## src/rtl/det_event_logger_pkg.sv

```systemverilog
// Shared types and default sizes for the detection event logger.
package det_logger_pkg;

   typedef enum logic [1:0] {
      IDLE,
      ARMED,
      DRAIN
   } logger_state_t;

   localparam int TS_W_DEF  = 16;
   localparam int DEPTH_DEF = 4;

endpackage

```

## src/rtl/det_event_logger_if.sv

```systemverilog
// Valid/ready stream carrying logged timestamps from the logger to its reader.
interface det_logger_if
   import det_logger_pkg::*;
#(
   parameter int TS_W = TS_W_DEF
);

   logic            out_valid;
   logic            out_ready;
   logic [TS_W-1:0] out_ts;

   modport master (
      output out_valid,
      output out_ts,
      input  out_ready
   );

   modport slave (
      input  out_valid,
      input  out_ts,
      output out_ready
   );

endinterface

```

## src/rtl/det_event_logger_sync_fifo.sv

```systemverilog
// Small synchronous FIFO with registered pointers and an occupancy count.
// The head output reads as zero while the FIFO is empty.
module sync_fifo
   import det_logger_pkg::*;
#(
   parameter int WIDTH = TS_W_DEF,
   parameter int DEPTH = DEPTH_DEF
) (
   input  logic                       clk,
   input  logic                       reset,
   input  logic                       push_i,
   input  logic                       pop_i,
   input  logic [WIDTH-1:0]           data_i,
   output logic [WIDTH-1:0]           data_o,
   output logic                       full_o,
   output logic                       empty_o,
   output logic [$clog2(DEPTH):0]     count_o
);

   localparam int PTR_W = $clog2(DEPTH);
   localparam int CNT_W = PTR_W + 1;

   logic [WIDTH-1:0] mem_q [DEPTH];
   logic [PTR_W-1:0] wrPtr_q, wrPtr_d;
   logic [PTR_W-1:0] rdPtr_q, rdPtr_d;
   logic [CNT_W-1:0] count_q, count_d;
   logic             doPush;
   logic             doPop;

   assign empty_o = (count_q == '0);
   assign full_o  = (count_q == CNT_W'(DEPTH));
   assign count_o = count_q;
   assign data_o  = empty_o ? '0 : mem_q[rdPtr_q];

   // A pop frees a slot in the same cycle, so a push into a full FIFO is allowed alongside it.
   always_comb begin
      doPop   = pop_i && !empty_o;
      doPush  = push_i && (!full_o || doPop);
      wrPtr_d = wrPtr_q;
      rdPtr_d = rdPtr_q;
      count_d = count_q;
      if (doPush) begin
         wrPtr_d = wrPtr_q + PTR_W'(1);
      end
      if (doPop) begin
         rdPtr_d = rdPtr_q + PTR_W'(1);
      end
      if (doPush && !doPop) begin
         count_d = count_q + CNT_W'(1);
      end else if (doPop && !doPush) begin
         count_d = count_q - CNT_W'(1);
      end
   end

   // Storage needs no reset because the head is masked whenever the FIFO is empty.
   always_ff @(posedge clk) begin
      if (doPush) begin
         mem_q[wrPtr_q] <= data_i;
      end
   end

   // Pointer and occupancy registers, flushed by the synchronous active-low reset.
   always_ff @(posedge clk) begin
      if (!reset) begin
         wrPtr_q <= '0;
         rdPtr_q <= '0;
         count_q <= '0;
      end else begin
         wrPtr_q <= wrPtr_d;
         rdPtr_q <= rdPtr_d;
         count_q <= count_d;
      end
   end

endmodule

```

## src/rtl/det_event_logger.sv

```systemverilog
// Timestamps detection pulses against an arm-relative cycle counter, buffers
// them in a FIFO for a valid/ready reader, and tracks a saturating detection
// count plus a sticky overflow flag.
module det_event_logger
   import det_logger_pkg::*;
#(
   parameter int TS_W  = TS_W_DEF,
   parameter int DEPTH = DEPTH_DEF
) (
   input  logic              clk,
   input  logic              reset,
   input  logic              det_i,
   input  logic              start_i,
   input  logic              stop_i,
   det_logger_if.master      out_if,
   output logic [TS_W-1:0]   det_count_o,
   output logic              overflow_o,
   output logic              busy_o
);

   localparam int CNT_W = $clog2(DEPTH) + 1;

   logger_state_t   state_q, state_d;
   logic [TS_W-1:0] tsCount_q, tsCount_d;
   logic [TS_W-1:0] detCount_q, detCount_d;
   logic            overflow_q, overflow_d;
   logic            capture;
   logic            fifoPush;
   logic            fifoPop;
   logic            fifoFull;
   logic            fifoEmpty;
   logic [CNT_W-1:0] fifoCount;

   assign fifoPop          = out_if.out_valid && out_if.out_ready;
   assign fifoPush         = capture && (!fifoFull || fifoPop);
   assign out_if.out_valid = !fifoEmpty;
   assign det_count_o      = detCount_q;
   assign overflow_o       = overflow_q;
   assign busy_o           = (state_q != IDLE);

   sync_fifo #(
      .WIDTH (TS_W),
      .DEPTH (DEPTH)
   ) u_fifo (
      .clk     (clk),
      .reset   (reset),
      .push_i  (fifoPush),
      .pop_i   (fifoPop),
      .data_i  (tsCount_q),
      .data_o  (out_if.out_ts),
      .full_o  (fifoFull),
      .empty_o (fifoEmpty),
      .count_o (fifoCount)
   );

   // Next-state logic: arming clears the run statistics, capture only happens while
   // armed, and draining waits for the reader to empty the FIFO before going idle.
   always_comb begin
      state_d    = state_q;
      tsCount_d  = tsCount_q;
      detCount_d = detCount_q;
      overflow_d = overflow_q;
      capture    = 1'b0;
      case (state_q)
         IDLE: begin
            if (start_i) begin
               state_d    = ARMED;
               tsCount_d  = '0;
               detCount_d = '0;
               overflow_d = 1'b0;
            end
         end
         ARMED: begin
            tsCount_d = tsCount_q + TS_W'(1);
            capture   = det_i;
            if (det_i) begin
               if (detCount_q != '1) begin
                  detCount_d = detCount_q + TS_W'(1);
               end
               if (fifoFull && !fifoPop) begin
                  overflow_d = 1'b1;
               end
            end
            if (stop_i) begin
               state_d = DRAIN;
            end
         end
         DRAIN: begin
            if (fifoCount == '0) begin
               state_d = IDLE;
            end
         end
         default: begin
            state_d = IDLE;
         end
      endcase
   end

   // State, timestamp and statistics registers with synchronous active-low reset.
   always_ff @(posedge clk) begin
      if (!reset) begin
         state_q    <= IDLE;
         tsCount_q  <= '0;
         detCount_q <= '0;
         overflow_q <= 1'b0;
      end else begin
         state_q    <= state_d;
         tsCount_q  <= tsCount_d;
         detCount_q <= detCount_d;
         overflow_q <= overflow_d;
      end
   end

endmodule

```

## src/flat_wrapper.sv

```systemverilog
// flat-port wrapper written by rule: the top's interface ports become plain ports
module det_event_logger_flat import det_logger_pkg::*;
#(
   parameter int TS_W  = TS_W_DEF,
   parameter int DEPTH = DEPTH_DEF
)
  (clk, reset, det_i, start_i, stop_i, det_count_o, overflow_o, busy_o, out_if_out_valid, out_if_out_ts, out_if_out_ready);
  det_logger_if #(.TS_W(TS_W)) out_if_i ();
  input  logic clk;
  input  logic reset;
  input  logic det_i;
  input  logic start_i;
  input  logic stop_i;
  output logic [TS_W-1:0] det_count_o;
  output logic overflow_o;
  output logic busy_o;
  output wire logic [$bits(out_if_i.out_valid)-1:0] out_if_out_valid;
  output wire logic [$bits(out_if_i.out_ts)-1:0] out_if_out_ts;
  input wire logic [$bits(out_if_i.out_ready)-1:0] out_if_out_ready;
  assign out_if_out_valid = out_if_i.out_valid;
  assign out_if_out_ts = out_if_i.out_ts;
  assign out_if_i.out_ready = out_if_out_ready;
  det_event_logger #(.TS_W(TS_W), .DEPTH(DEPTH)) u_core (.clk(clk), .reset(reset), .det_i(det_i), .start_i(start_i), .stop_i(stop_i), .out_if(out_if_i), .det_count_o(det_count_o), .overflow_o(overflow_o), .busy_o(busy_o));
endmodule
```

## config.mk

```make
export PLATFORM = sky130hd
export DESIGN_NAME = det_event_logger_flat
export DESIGN_NICKNAME = d
export VERILOG_FILES = /design/src/rtl/det_event_logger_pkg.sv /design/src/rtl/det_event_logger_if.sv /design/src/rtl/det_event_logger_sync_fifo.sv /design/src/rtl/det_event_logger.sv /design/src/flat_wrapper.sv
export SDC_FILE = /design/constraint.sdc
export NUM_CORES = 1
export LEC_CHECK = 0
export CAP_MARGIN = 20
export CORE_ASPECT_RATIO = 1.2
export CORE_MARGIN = 10
export CORE_UTILIZATION = 35
export CTS_BUF_LIST = sky130_fd_sc_hd__clkbuf_8
export DETAILED_ROUTE_END_ITERATION = 10
export SETUP_SLACK_MARGIN = 0.02
export SLEW_MARGIN = 20
export SYNTH_ARGS = -nofsm -noshare
export SYNTH_HDL_FRONTEND = slang
export SYNTH_SLANG_ARGS = --single-unit
export TNS_END_PERCENT = 1
```

## constraint.sdc

```tcl
create_clock -name clk -period 5.7 [get_ports clk]
set_input_delay 0.855 -clock clk [delete_from_list [all_inputs] [get_ports clk]]
set_output_delay 0.855 -clock clk [all_outputs]
set_load 0.01 [all_outputs]
```

# Yosys cells after proc, flatten, opt, wreduce, memory -nomap -nowiden
# Memories as Yosys holds them, arrays and structs flattened. A register that Yosys moved wholly into a read port is not among the register bits.
# Cells that the tools add are included.
# word_totals
out_inout_bits	35
memories	1
ramBits	64
inputBits	6
register_bits	42
# mem_list
memory	words	word_bits	read_ports	rd_clocked_by_memory_dff	wr	line_no	text
u_core.u_fifo.mem_q	4	16	1	1	1	det_event_logger_sync_fifo.sv:23	logic [WIDTH-1:0] mem_q [DEPTH];
# classes
n_reduce_logical	23
addsub	6
n_eq_ne	10
mux	21
# op_table
cell	n
16-bit 2-to-1 mux	4
16-bit case mux with 2 select lines	2
16-bit by 1-bit adder with 16-bit output (second input constant)	2
16-bit inequality test (second input constant)	1
2-bit 2-to-1 mux	5
4-bit AND reduction	2
1-bit logical AND	7
1-bit 2-to-1 mux	6
3-bit 2-to-1 mux	2
2-bit by 1-bit inequality test with 1-bit output (second input constant)	3
2-bit inequality test (second input constant)	3
2-bit case mux with 3 select lines	1
2-bit nonzero test	3
1-bit zero test	5
2-bit by 1-bit adder with 2-bit output (second input constant)	2
3-bit by 1-bit adder with 3-bit output (second input constant)	1
3-bit equality test (second input constant)	1
3-bit zero test	1
3-bit AND reduction	1
3-bit by 1-bit subtractor with 3-bit output (second input constant)	1
2-bit by 1-bit equality test with 1-bit output (second input constant)	1
2-bit equality test (second input constant)	1
2-bit zero test	1
1-bit logical OR	2
other kinds (2)	2

# Longest topological paths before layout
# Gate-level depths: netlist (run 1).
# depth
ltp_word	10
ltp_mapped	10

# Modules after synthesis
# From an unflattened synthesis (run 1), not the netlist that was laid out.
# hier_totals
hier_cells	378
hier_area_um2	4844.6
# by_module_without_submodules
module	seq_area_each_um2	area_per_inst_um2	n_inst	cells_per_inst
sync_fifo	2102.0	3017.9	1	150
det_event_logger	700.7	1826.8	1	228

# Worst setup path before layout (run 1)
# No wires, ideal clock.
# synth_path
kind	in2reg
startpoint	input det_i
endpoint	register u_core.u_fifo.count_q[2], in the netlist u_core.u_fifo.count_o[2]
slack_ns	3.191
stages	8
arrival_time_ns	2.434
path_cell_list	nand2_4 nor2_1 ha_1 inv_1 fa_1 xor2_1 or3_1 a21boi_0
# synth_between
elab_chain_len	6
word_cells_on_any_way	8
cone_classes	mux (2); reduce/logical (6)
# synth_lines
item	line_no	text
start, declared	flat_wrapper.sv:11	input logic det_i;
1-bit 2-to-1 mux *	det_event_logger.sv:64	case (state_q)
1-bit logical AND *	det_event_logger.sv:35	assign fifoPush = capture && (!fifoFull || fifoPop);
1-bit logical AND *	det_event_logger_sync_fifo.sv:38	doPush = push_i && (!full_o || doPop);
1-bit zero test	det_event_logger_sync_fifo.sv:50	end else if (doPop && !doPush) begin
1-bit logical AND	det_event_logger_sync_fifo.sv:50	
2-bit nonzero test (no line)	n/a	
end signal, assigned	det_event_logger_sync_fifo.sv:71	count_q <= count_d;
end, declared	det_event_logger_sync_fifo.sv:26	logic [CNT_W-1:0] count_q, count_d;
# Mark *: on every way between the ends. The rest lies on a longest branch, timed or not.
# A chain may end at the register's enable or synchronous reset.

# Worst setup path in the final report (run 1)
# layout_path
startpoint	register u_core.state_q[0]
endpoint	register u_core.u_fifo.count_q[2], in the netlist u_core.u_fifo.count_o[2]
# layout_between
elab_chain_len	7
word_cells_on_any_way	9
cone_classes	eq/ne (1); mux (2); reduce/logical (6)
# layout_lines
item	line_no	text
start, declared	det_event_logger.sv:23	logger_state_t state_q, state_d;
start signal, assigned	det_event_logger.sv:107	state_q <= state_d;
2-bit by 1-bit equality test with 1-bit output *	det_event_logger.sv:64	
1-bit 2-to-1 mux *	det_event_logger.sv:64	
1-bit logical AND *	det_event_logger.sv:35	
1-bit logical AND *	det_event_logger_sync_fifo.sv:38	
1-bit zero test	det_event_logger_sync_fifo.sv:50	
1-bit logical AND	det_event_logger_sync_fifo.sv:50	
2-bit nonzero test (no line)	n/a	
# Marked as above.

==> summary.txt, run 1 <==
Synth
  • Most numerous cell in the Yosys netlist: edfxtp_1
  • Top post-synthesis cells by area: edfxtp_1 41%, dfxtp_1 19%, mux4_2 7.7%
  • Post-synthesis sequential area ratio: between 60% and 70%
  • Cell area after synthesis: around 4700 um^2
  • Synth Register Bits: around 110
  • Top_reg_cell synth: edfxtp_1
  • Yosys cell types: 49
  • Async set or reset register ratio after synthesis: 0%
  • Area share of the largest cell type after synthesis: just over 40%
  • Syn Nets: roughly 390
  • Post-synth EDFFs: 64
  • Yosys warns: 0
  • Synthesized instance count: between 300 and 400
  • Post-synth top cells: 64 x edfxtp_1, 44 x dfxtp_1, 30 x nor2_1, 26 x and2_1, 22 x nand2_1
  • Avg Synthesized Cell Area: 12.33 um^2
  • Top cell type by total area after synthesis: edfxtp_1

CTS
  • PostCTS Resize Cnt: 0
  • Clk pin slew, worst setup/hold paths: approximately 0.10 ns
  • CTS Buf Count: 9
  • Clk sink count: ~110
  • Post-CTS Setup Repair Bufs: 0
  • H-Tree Depth: 3
  • Worst-Skew Late Latency: around 0.37 ns
  • Hold buffer count at CTS: 0
  • CTS tree: built
  • CTS max path bufs: 2
  • Clock root buffer: clkbuf_8

Power and ir drop
  • Leak Pwr: approximately 1.8 nW
  • Max VDD drop: 196.9 uV
  • Pwr Total: 1.899 mW
  • PD cells: 351.4 nW/um^2

Floorplanning
  • Core area: 13120 um^2
  • Die extent in x: ~130 um
  • I/O pin count: between 40 and 50
  • Placement Rows: 46
  • Initial Utilization: between 30% and 40%
  • Die area: 18360 um^2
  • Die Height: 146.4 um

Critical path
  • CP startpoint kind: flop
  • Worst EP required: about 6 ns
  • Worst setup path class: reg2reg
  • CP max FO: 28
  • Slowest CP cell: and2b_1
  • Slowest Stage Delay on Critical Path: 0.83 ns
  • Worst setup EP type: flop
  • CP cell instances: and2b_1, nand2_4, nor2_1, ha_1, inv_1, fa_1, xor2_1, or3_1, a21boi_0
  • Data arrival time of the critical path: around 3.6 ns

Timing
  • Final setup skew: 0.009436 ns
  • Relative slew slack: around 33%
  • Fin. Hold Viols: 0
  • Unrepaired setup endpoints after global routing: no
  • Final worst slack: between 2 and 2.5 ns
  • Finish-stage setup viols: 0
  • Final Max Tran Viols: 0
  • Hold WS: ~0.53 ns
  • FMAX: between 200 and 300 MHz
  • Tmin final: around 3.3 ns
  • Setup_tns: 0 ns
  • Final period utilization: 58.50%
  • Worst-margin pin slew: around 1 ns

Global routing
  • Largest net degree at the start of global routing: 32
  • Vias in the first global route: between 3000 and 4000
  • Total congestion overflow: 0
  • Global-route wire length before repair: ~16000 um
  • Antenna violations before repair: 0
  • All-Layer GR Usage: roughly a tenth

Placed design
  • Port Buf Inserts: 40
  • Place WS: between 2 and 2.5 ns
  • Detailed placement HPWL: approximately 6300 um
  • Area after DPL: 5196 um^2
  • Cells after DPL: 567
  • Final GP Congestion: roughly 0.87

Route
  • Routed wire length: 9631 um
  • Pre-antenna DRT Iters: 4
  • Detail Route Antenna Nets: 0
  • Drc violations: 0
  • Vias: 3096
  • Vias/cell: between 5 and 6
  • DR iter-0 viols: 262
  • DR WL/cell: 16.52 um

Finish
  • Layout cell share with drive strength beyond 1: 9.880%
  • Layout Nets: between 400 and 500
  • Util after Layout: between 40 and 50%
  • N_diodes: 0
  • Fillers: about 1300
  • Final instance area: between 5000 and 6000 um^2
  • Register Area: approximately 2800 um^2
  • Final std cells w/o fill: between 500 and 600
  • P&R area growth vs syn: 15.92%
  • Area occupied by multi-input gates: 1760 um^2

Outcome
  • Status: finished, final reports clean

Hold path
  • Hold WC Path Type: reg2reg

Job
  • Max Cap Viol: 0
routing by layer:
| metal | GRT usage, % | share of wire, % | up-vias |
|---|---|---|---|
| met3 | 3.477 | 6.8 | 14 |
| met1 | 12.91 | 44 | 1482 |
| met5 | 0 | 0 | - |
| met2 | 16.91 | 48 | 95 |
| li1 | - | - | 1505 |
| met4 | 4.152 | 1.4 | 0 |
worst max-delay path: cells and delay by family (launching register included):
family,cells,cell delay (ns)
adders and majority gates,2,0.65
DFF,1,0.44
and+or+nand+nor,4,1.75
buffers and inverters,1,0.06
xor gates and xnor gates,1,0.16
AOI/OAI and AO/OA,1,0.18
cells in the final DEF, fill, tap and decap left out, types with 9 or more instances in the layout:
master	n
nand4_1	9
and3_1	9
o21ai_0	15
edfxtp_1	64
clkdlybuf4s50_1	40
a31oi_1	13
a21oi_1	18
clkbuf_8	9
nor2_1	30
mux4_2	16
nand3_1	18
and2_1	26
nand2_1	22
dfxtp_1	44
final cells by class:
| cell class | instances | area share [%] |
|---|---|---|
| inverters | 4 | 0.2778 |
| clock inverters | 7 | 1.551 |
| well taps | 168 | 3.890 |
| repair buffers | 41 | 7.548 |
| clock buffers | 9 | 2.292 |
| multi-input cells | 246 | 32.58 |
| flip-flops and latches | 108 | 51.86 |
logic make-up after synthesis:
kind of cell             count (synthesis)  synth area share (%)
AND/OR/NAND/NOR                        145                 16.61
flip-flops                             108                 60.12
AO/OA/AOI/OAI                           69                 9.528
buffers and inverters                   24                 2.120
multiplexers                            19                 8.374
adder cells (fa/ha/maj)                  8                 2.308
XOR/XNOR                                 5                0.9393
path summary, 6_finish.rpt:
| kind | startpoint | end | slack [ns] | cells after the start |
|---|---|---|---|---|
| setup / recovery | u_core.state_q[0]$_SDFFE_PN0P_ | u_core.u_fifo.count_o[2]$_SDFFE_PN0P_ | 2.37 | 9 |
| hold / removal | u_core.det_count_o[1]$_SDFFE_PN0P_ | u_core.det_count_o[1]$_SDFFE_PN0P_ | 0.53 | 2 |
| setup reg to reg | u_core.state_q[0]$_SDFFE_PN0P_ | u_core.u_fifo.count_o[2]$_SDFFE_PN0P_ | 2.37 | 9 |
| hold reg to reg | u_core.det_count_o[1]$_SDFFE_PN0P_ | u_core.det_count_o[1]$_SDFFE_PN0P_ | 0.53 | 2 |
report_power, final:
group / total (mW) / internal (mW) / leakage, nW / switching, mW
registers: 0.885 / 0.854 / 0.957 / 0.0309
clock network: 0.483 / 0.210 / 0.102 / 0.273
logic: 0.531 / 0.281 / 0.712 / 0.251
total: 1.90 / 1.34 / 1.77 / 0.554
state kept, by name, summed over array words and instances, names as in the netlist, named ones only:
name,flops
u_core.u_fifo.rdPtr_q,2
u_core.det_count_o,16
u_core.u_fifo.mem_q,64
u_core.tsCount_q,16
u_core.u_fifo.wrPtr_q,2
u_core.u_fifo.count_o,3
u_core.overflow_o,1
u_core.state_q,2
Note: power is estimated with default switching activity, not from simulation.
==> inputs of run 2 (changes only) <==
==> constraint.sdc (replaced) <==
create_clock -name clk -period 2.75 [get_ports clk]
set_input_delay 0.4125 -clock clk [delete_from_list [all_inputs] [get_ports clk]]
set_output_delay 0.4125 -clock clk [all_outputs]
set_load 0.01 [all_outputs]
==> run 2 against run 1 <==
Net effect: cell count is 2.4% higher; final area is 1.4% higher; setup slack worse by 2.2 ns; clock-buffer cell count stayed put; hold slack worse by 0.028 ns; critical path type is now reg2out; critical path depth is 5 lower.
==> summary.txt, run 2 (synthesis gave the netlist of run 1 again) <==
Route
  • Routed wire length: slightly below 10000 um
  • Vias: roughly 3200
  • DR iter-0 viols: 197
  • Detail Route Antenna Nets: 0
  • Vias/cell: approximately 5.3
  • DR WL/cell: between 15 and 20 um
  • Pre-antenna DRT Iters: 4
  • Drc violations: 0

Critical path
  • R2R cell count: 8
  • Worst setup EP type: output pin
  • Worst R2R Setup Slack: around 0.56 ns
  • CP max FO: 16
  • Worst R2R Start: u_core.u_fifo.count_o[0]$_SDFFE_PN0P_
  • CP startpoint kind: flop
  • Data arrival time of the critical path: roughly 2.2 ns
  • Worst setup path class: reg2out
  • Worst EP required: around 2.3 ns
  • FF-to-FF End: u_core.u_fifo.count_o[2]$_SDFFE_PN0P_

Timing
  • Unrepaired setup endpoints after global routing: no
  • Setup_tns: 0 ns
  • Fin. Hold Viols: 0
  • Finish-stage setup viols: 0
  • Relative slew slack: a little under half
  • FMAX: around 390 MHz
  • Final worst slack: roughly 0.17 ns
  • Hold WS: between 0.5 and 0.6 ns
  • Final period utilization: about 94%
  • Final setup skew: ~0.012 ns
  • Tmin final: about 2.6 ns
  • Final Max Tran Viols: 0
  • Worst-margin pin slew: about 0.82 ns

Global routing
  • Vias in the first global route: between 3000 and 4000
  • Antenna violations before repair: 0
  • Global-route wire length before repair: between 15000 and 20000 um
  • All-Layer GR Usage: 10.95%
  • Total congestion overflow: 0
  • Largest net degree at the start of global routing: 28

Hold path
  • Hold WC Path Type: reg2reg
  • Hold_sp: u_core.overflow_o$_SDFFE_PN0P_
  • Worst hold path depth: 2
  • Hold endpoint: u_core.overflow_o$_SDFFE_PN0P_

Finish
  • Area occupied by multi-input gates: 1760 um^2
  • Register Area: 2803 um^2
  • Layout cell share with drive strength beyond 1: approximately an eighth
  • Commonest non-fill, non-tap cell in the layout: edfxtp_1
  • N_diodes: 0
  • Largest register FFs: between 60 and 70
  • Most frequent cells in the layout: 64 x edfxtp_1, 44 x dfxtp_1, 40 x clkdlybuf4s50_1, 30 x nor2_1, 26 x and2_1
  • P&R area growth vs syn: 17.55%
  • Largest Register: u_core.u_fifo.mem_q
  • Fillers: approximately 1300
  • Final instance area: around 5500 um^2
  • Layout Nets: 438

CTS
  • Worst-Skew Late Latency: 0.38 ns
  • Post-CTS Setup Repair Bufs: 0
  • H-Tree Depth: 3
  • CTS tree: built
  • Clk pin slew, worst setup/hold paths: ~0.10 ns
  • Clock root buffer: clkbuf_8
  • CTS Buf Count: 9
  • Hold buffer count at CTS: 0
  • CTS max path bufs: 2
  • Clk sink count: 108

Outcome
  • Status: finished, final reports clean

Placed design
  • Area after DPL: about 5300 um^2
  • Final GP Congestion: slightly above 0.8
  • Place WS: about 0.22 ns
  • Detailed placement HPWL: between 6000 and 7000 um
  • Port Buf Inserts: 40

Floorplanning
  • Die extent in x: about 130 um
  • Placement Rows: 46
  • Core area: around 13000 um^2
  • I/O pin count: 41
  • Initial Utilization: between 30% and 40%
  • Die Height: between 100 and 150 um
  • Die area: approximately 18000 um^2

Power and ir drop
  • Leak Pwr: approximately 1.8 nW
  • PD cells: 708.3 nW/um^2
  • Max VDD drop: approximately 340 uV

Job
  • Max Cap Viol: 0
[run 2: cell count changes in the layout (fill, tap and decap cells not counted), sizes merged]
cell,delta
bufinv,-1
clkinv,+1
buf,+14
[run 2: layout make-up]
cell class	count	area share, %
multi-input cells	246	32.12
repair buffers	55	9.429
inverters	4	0.2740
well taps	168	3.836
clock buffers	9	2.260
clock inverters	7	0.9361
flip-flops and latches	108	51.14
[run 2: how the worst max path moves through the flow]
stage	end	slack (ns)
after floorplan	u_core.u_fifo.count_o[2]$_SDFFE_PN0P_	0.42
after global placement	u_core.u_fifo.count_o[2]$_SDFFE_PN0P_	0.28
after detailed placement	u_core.u_fifo.count_o[2]$_SDFFE_PN0P_	0.22
after CTS	out_if_out_ts[15]	0.06
after global routing	out_if_out_ts[15]	0.05
final	out_if_out_ts[15]	0.17
[run 2: worst max-delay path, stage by stage (launching register included)]
cell and delay [ns]:
dfxtp_1 0.34, buf_6 0.24, mux4_2 0.56, and2_1 0.17, clkdlybuf4s50_1 0.47
[run 2: routing by layer]
| metal | GRT usage, % | vias up | routed length, um |
|---|---|---|---|
| li1 | - | 1527 | - |
| met1 | 13.02 | 1554 | 4233 |
| met2 | 17.44 | 75 | 4715 |
| met3 | 4.346 | 11 | 745 |
| met4 | 4.037 | 0 | 131 |
| met5 | 0 | - | 0 |
[run 2: what timing repair did]
action	CTS	global route
resized for setup	0	1
endpoints found under the setup margin	0	14
endpoints found under the hold margin	0	0
[run 2: stage by stage]
step / instances / total power [mW] / utilization, %
CTS: 597 / 3.941 / 41.73
global placement: 581 / 3.039 / 40.40
finish: 597 / 3.882 / 41.76
global route: 597 / 4.101 / 41.76
detailed placement: 581 / 3.057 / 40.40
floorplan: 378 / 2.531 / -
[run 2: report_power, final]
part | total, mW | switching (mW) | internal (mW)
clock network | 0.889 | 0.554 | 0.335
registers | 1.82 | 0.0551 | 1.77
logic | 1.17 | 0.542 | 0.627
total | 3.88 | 1.15 | 2.73
